===== src/rtl/photonic_tx_serializer_pkg.sv =====
// rtl/photonic_tx_serializer_pkg.sv - shared types and constants for the photonic transmit serializer
package photonic_tx_serializer_pkg;

    typedef enum logic [1:0] {
        IDLE    = 2'd0,
        HEADER  = 2'd1,
        PAYLOAD = 2'd2,
        GAP     = 2'd3
    } state_t;

    localparam int FLIT_W           = 8;
    localparam int PKT_W            = 32;
    localparam int FLITS_PER_PACKET = 4;
    localparam int GAP_CYCLES       = 1;

endpackage


===== src/rtl/photonic_tx_serializer_fifo.sv =====
// rtl/photonic_tx_serializer_fifo.sv - show-ahead packet FIFO feeding the serializer
module packet_fifo #(
    parameter int WIDTH = 32,
    parameter int DEPTH = 4
) (
    input  logic                       clk,
    input  logic                       rst,
    input  logic                       push,
    input  logic [WIDTH-1:0]           push_data,
    input  logic                       pop,
    output logic [WIDTH-1:0]           head,
    output logic                       full,
    output logic                       empty,
    output logic [$clog2(DEPTH):0]     count
);

    localparam int AW = $clog2(DEPTH);

    logic [WIDTH-1:0] mem [DEPTH];
    logic [AW-1:0]    wr_ptr;
    logic [AW-1:0]    rd_ptr;
    logic             do_push;
    logic             do_pop;

    assign full    = (count == (AW+1)'(DEPTH));
    assign empty   = (count == '0);
    assign head    = mem[rd_ptr];
    // A full FIFO never takes a push, even when the head leaves in the same cycle.
    assign do_push = push && !full;
    assign do_pop  = pop && !empty;

    always_ff @(posedge clk) begin
        if (do_push) begin
            mem[wr_ptr] <= push_data;
        end
    end

    always_ff @(posedge clk or negedge rst) begin
        if (!rst) begin
            wr_ptr <= '0;
            rd_ptr <= '0;
            count  <= '0;
        end else begin
            if (do_push) begin
                wr_ptr <= wr_ptr + AW'(1);
            end
            if (do_pop) begin
                rd_ptr <= rd_ptr + AW'(1);
            end
            if (do_push && !do_pop) begin
                count <= count + (AW+1)'(1);
            end else if (do_pop && !do_push) begin
                count <= count - (AW+1)'(1);
            end
        end
    end

endmodule


===== src/rtl/photonic_tx_serializer.sv =====
// rtl/photonic_tx_serializer.sv - frames 32-bit packets into header+4 byte flits on the photonic lane
module photonic_tx_serializer #(
    parameter int FIFO_DEPTH = 4,
    parameter int FLIT_W     = photonic_tx_serializer_pkg::FLIT_W
) (
    input  logic              clk,
    input  logic              rst,
    input  logic [15:0]       node_id,
    input  logic [31:0]       tx_packet,
    input  logic              tx_valid,
    output logic              tx_ready,
    output logic [FLIT_W-1:0] link_flit,
    output logic              link_valid,
    output logic              link_sop,
    output logic              link_eop,
    input  logic              link_ready,
    output logic [15:0]       frames_sent
);

    import photonic_tx_serializer_pkg::*;

    localparam int CW = $clog2(FIFO_DEPTH) + 1;

    state_t            state;
    logic [1:0]        byte_idx;
    logic [1:0]        gap_cnt;
    logic [PKT_W-1:0]  shreg;
    logic [PKT_W-1:0]  head;
    logic              full;
    logic              empty;
    logic [CW-1:0]     count;
    logic              push;
    logic              pop;
    logic              unused_node_bits;

    assign unused_node_bits = ^{node_id[15:FLIT_W], count};

    assign tx_ready = !full;
    assign push     = tx_valid && tx_ready;
    // The FIFO slot is released as soon as the header leaves; the shift register owns the packet after that.
    assign pop      = (state == HEADER) && link_valid && link_ready;

    packet_fifo #(
        .WIDTH (PKT_W),
        .DEPTH (FIFO_DEPTH)
    ) u_fifo (
        .clk       (clk),
        .rst       (rst),
        .push      (push),
        .push_data (tx_packet),
        .pop       (pop),
        .head      (head),
        .full      (full),
        .empty     (empty),
        .count     (count)
    );

    always_ff @(posedge clk or negedge rst) begin
        if (!rst) begin
            state       <= IDLE;
            byte_idx    <= '0;
            gap_cnt     <= '0;
            shreg       <= '0;
            link_flit   <= '0;
            link_valid  <= 1'b0;
            link_sop    <= 1'b0;
            link_eop    <= 1'b0;
            frames_sent <= '0;
        end else begin
            case (state)
                IDLE: begin
                    if (!empty) begin
                        state      <= HEADER;
                        link_valid <= 1'b1;
                        link_sop   <= 1'b1;
                        link_flit  <= node_id[FLIT_W-1:0];
                    end
                end
                HEADER: begin
                    if (link_ready) begin
                        state     <= PAYLOAD;
                        link_sop  <= 1'b0;
                        link_eop  <= 1'b0;
                        link_flit <= head[PKT_W-1 -: FLIT_W];
                        shreg     <= head << FLIT_W;
                        byte_idx  <= '0;
                    end
                end
                PAYLOAD: begin
                    if (link_ready) begin
                        if (byte_idx == 2'(FLITS_PER_PACKET - 1)) begin
                            state       <= GAP;
                            link_valid  <= 1'b0;
                            link_eop    <= 1'b0;
                            link_flit   <= '0;
                            byte_idx    <= '0;
                            gap_cnt     <= '0;
                            frames_sent <= frames_sent + 16'd1;
                        end else begin
                            link_flit <= shreg[PKT_W-1 -: FLIT_W];
                            shreg     <= shreg << FLIT_W;
                            byte_idx  <= byte_idx + 2'd1;
                            link_eop  <= (byte_idx == 2'(FLITS_PER_PACKET - 2));
                        end
                    end
                end
                GAP: begin
                    // Laser turn-around; a waiting packet starts its header straight after so frames take 6 cycles.
                    if (gap_cnt == 2'(GAP_CYCLES - 1)) begin
                        gap_cnt <= '0;
                        if (!empty) begin
                            state      <= HEADER;
                            link_valid <= 1'b1;
                            link_sop   <= 1'b1;
                            link_flit  <= node_id[FLIT_W-1:0];
                        end else begin
                            state <= IDLE;
                        end
                    end else begin
                        gap_cnt <= gap_cnt + 2'd1;
                    end
                end
                default: state <= IDLE;
            endcase
        end
    end

endmodule


===== config.mk =====
export PLATFORM = sky130hd
export DESIGN_NAME = photonic_tx_serializer
export DESIGN_NICKNAME = d
export VERILOG_FILES = /design/src/rtl/photonic_tx_serializer_pkg.sv /design/src/rtl/photonic_tx_serializer_fifo.sv /design/src/rtl/photonic_tx_serializer.sv
export SDC_FILE = /design/constraint.sdc
export NUM_CORES = 1
export LEC_CHECK = 0
export ABC_AREA = 1
export CAP_MARGIN = 30
export CORE_ASPECT_RATIO = 1.75
export CORE_UTILIZATION = 56
export CTS_CLUSTER_SIZE = 12
export DETAILED_ROUTE_END_ITERATION = 10
export PLACE_DENSITY = 0.79
export SLEW_MARGIN = 20
export SYNTH_ARGS = -nofsm -noshare
export SYNTH_HDL_FRONTEND = slang
export SYNTH_SLANG_ARGS = --single-unit

===== constraint.sdc =====
create_clock -name clk -period 6.81 [get_ports clk]
set_input_delay 0.681 -clock clk [delete_from_list [all_inputs] [get_ports clk]]
set_output_delay 0.681 -clock clk [all_outputs]
set_load 0.01 [all_outputs]

==> metrics <==
status=finished clean; Clock transition at path regs=about 0.07 ns; total I/O pin count=80; Routed WL per cell=16.5 µm; detailed-route via count=between 5000 and 6000; via/cell ratio=5.47; CTS max path bufs=2; worst setup margin=4.35 ns; Mapped Avg Cell Area=10.3 µm²; first drt pass iteration count=5; antenna viol nets, final=0; Final Hold Fails=0; crit path launch type=flip-flop; row count=58; Top Family by Delay on Critical Path=simple AND/OR/NAND/NOR gates; Worst slew margin=about 45%; Tot GR Track Use=24.9%; Die Span Y=about 160 µm; DRC viols=0; skew final=0.0109 ns; largest cells by area after synthesis=edfxtp_1, dfrtp_1, nand2_1, nor2_1, o21ai_0; total wire length=approximately 18000 µm; worst hold path class=in2async; initial antenna violation count=0; Pins Over Slew Limit=0; sum of negative setup slack=0 ns; Mapped Cells=802; cell count along the critical path=8; Synth Cell Area=around 8300 µm²; CP Buf/Inv Count=3; most instantiated cells after synthesis=nand2_1, edfxtp_1, dfrtp_1; largest net degree at the start of global routing=73; worst flop-to-flop path startpoint=state[0]; DPL Wire Length=10700 µm; total of max-cap violations=0; Initial DRC Count=348; async set-reset flop share out of synthesis=33.3%; clk sinks=192; Worst R2R End=shreg[17]; worst-path cell chain=inv_1, ha_1, buf_4, nor2_2, nor2_4, nand2_2, inv_2, a2bb2oi_1; postcts setup bufs=0; CTS buffer count=17; post-synth top area share=between 40% and 50%; routability-driven placement congestion ratio=0.786; Worst VDD drop=0.000232 V; register area share after synthesis=65.8%; Worst setup EP type=flip-flop; number of distinct library cells after synthesis=34; pwr/cell area=roughly 430 nW/µm²; core area=14400 µm²; pre-CTS setup slack=around 4.1 ns; Filler cells=between 1000 and 1500; ANT cells=0; Synth Warn #=0; worst r2r path cells=8; initial core utilization=a little under three fifths; syn_nets=just under 900; crit share post-route=36.1%; Max H-tree Level=4; # port buffers=71; RSZ-0062 raised after global routing=no; critical path fanouts, max=33; first-pass GRT wire length=about 29000 µm; Clk Latency, worst-skew pair=0.43 ns; Layout area overhead=18.4%; worst slew pin tran=0.829 ns; NumNets Final=938; Crit Path Class=reg2reg; layout cell share with drive strength beyond 1=7.35%; # setup viols final=0; # hold bufs at CTS=0; CTS resizes=0; Slowest-stage cell, CP=dfrtp_1; vias in the first global route=5870; WP data arrival=~2.8 ns; Crit path largest cell delay=0.43 ns; grt ovf=0; post-route minimum period=2.46 ns; die area=15300 µm²; flops & latches, synth=192; reg2reg setup slack=4.35 ns; Yosys top cell by area=edfxtp_1; Post-synth EDFFs=between 100 and 150; Top FF cell, synth=edfxtp_1; CTS tree=yes; most common cell in the netlist=nand2_1; die width=~94 µm; critical path required time=7.16 ns; CTS root buffer=clkbuf_16; Leak=4.09 nW; fmax=0.407 GHz
[per-stage QoR]
step / power, mW / cells / area, µm² / utilization, % / hold slack [ns]
global route: 4.53 / 1064 / 9790 / 68.1 / 0.507
floorplan: 2.72 / 802 / 8270 / - / 0.385
global placement: 3.12 / 1030 / 9130 / 63.5 / 0.463
finish: 4.25 / 1064 / 9790 / 68.1 / 0.440
CTS: 4.26 / 1062 / 9760 / 67.9 / 0.472
detailed placement: 3.18 / 1030 / 9130 / 63.5 / 0.466
[cells by family (layout without fill, tap and decap cells)]
logic type,after synthesis,after routing,share of synthesized area [%]
XOR/XNOR,12,12,1.27
buffers and inverters,91,173,4.52
multiplexers,1,1,0.136
flip-flops,192,192,65.8
AO/OA/AOI/OAI,96,96,6.53
AND/OR/NAND/NOR,395,395,19.3
adder cells (fa/ha/maj),15,15,2.36
[layout make-up]
| cell class | instances | area (µm²) | area share, % |
|---|---|---|---|
| repair buffers | 81 | 801 | 8.18 |
| well taps | 180 | 225 | 2.30 |
| clock buffers | 18 | 429 | 4.38 |
| clock inverters | 14 | 201 | 2.06 |
| multi-input cells | 519 | 2460 | 25.2 |
| inverters | 60 | 225 | 2.30 |
| flip-flops and latches | 192 | 5450 | 55.6 |
[sequential cells by signal, summed over array words and instances, names as in the netlist, 2 cells and up]
register / count
shreg: 24
link_flit: 8
u_fifo.mem: 128
frames_sent: 16
u_fifo.count: 3
gap_cnt: 2
u_fifo.rd_ptr: 2
u_fifo.wr_ptr: 2
state: 2
byte_idx: 2
[layout by cell type, fill, tap and decap left out, types with 4 or more instances in the layout]
cell,n
xor2_1,6
nor2_1,55
o22ai_1,8
a21oi_1,21
a31oi_1,7
inv_6,5
o21ai_0,43
a2bb2oi_1,4
nand2_1,276
xnor2_1,6
a22oi_1,5
nand3_1,41
inv_1,56
buf_4,8
bufinv_16,4
inv_2,4
edfxtp_1,128
ha_1,14
dfrtp_1,63
clkdlybuf4s50_1,70
nor2_2,8
nand2_2,4
clkbuf_16,17
[worst register-to-register path, cell delays in order (launching register included)]
cell and delay [ns]:
dfrtp_1 0.43, inv_1 0.13, ha_1 0.15, buf_4 0.32
nor2_2 0.13, nor2_4 0.29, nand2_2 0.42, inv_2 0.31
a2bb2oi_1 0.19
[report_power, final]
part           switching (mW)  total [mW]  internal, mW
clock                   0.433        1.06         0.623
sequential              0.123        1.68          1.56
combinational           0.999        1.51         0.513
total                    1.56        4.25          2.70
[worst max path at each step]
| stage | from | end | slack [ns] |
|---|---|---|---|
| 6_report | state[0] | shreg[17] | 4.35 |
| 5_1_grt | state[0] | shreg[17] | 4.20 |
| 4_1_cts | state[1] | u_fifo.count[1] | 4.35 |
| 3_5_place_dp | link_ready | u_fifo.count[1] | 4.15 |
| 3_3_place_gp | link_ready | u_fifo.count[1] | 4.18 |
| 2_1_floorplan | tx_valid | u_fifo.mem[0][0] | 4.21 |
[layer usage]
| metal | track usage [%] | share of wire, % | vias up |
|---|---|---|---|
| met5 | 0 | 0 | - |
| met4 | 12.9 | 4.5 | 0 |
| met3 | 4.20 | 4.0 | 55 |
| met2 | 45.7 | 56 | 197 |
| met1 | 26.9 | 36 | 2776 |
| li1 | - | - | 2796 |
No activity file was read; power rests on OpenSTA's default activity.
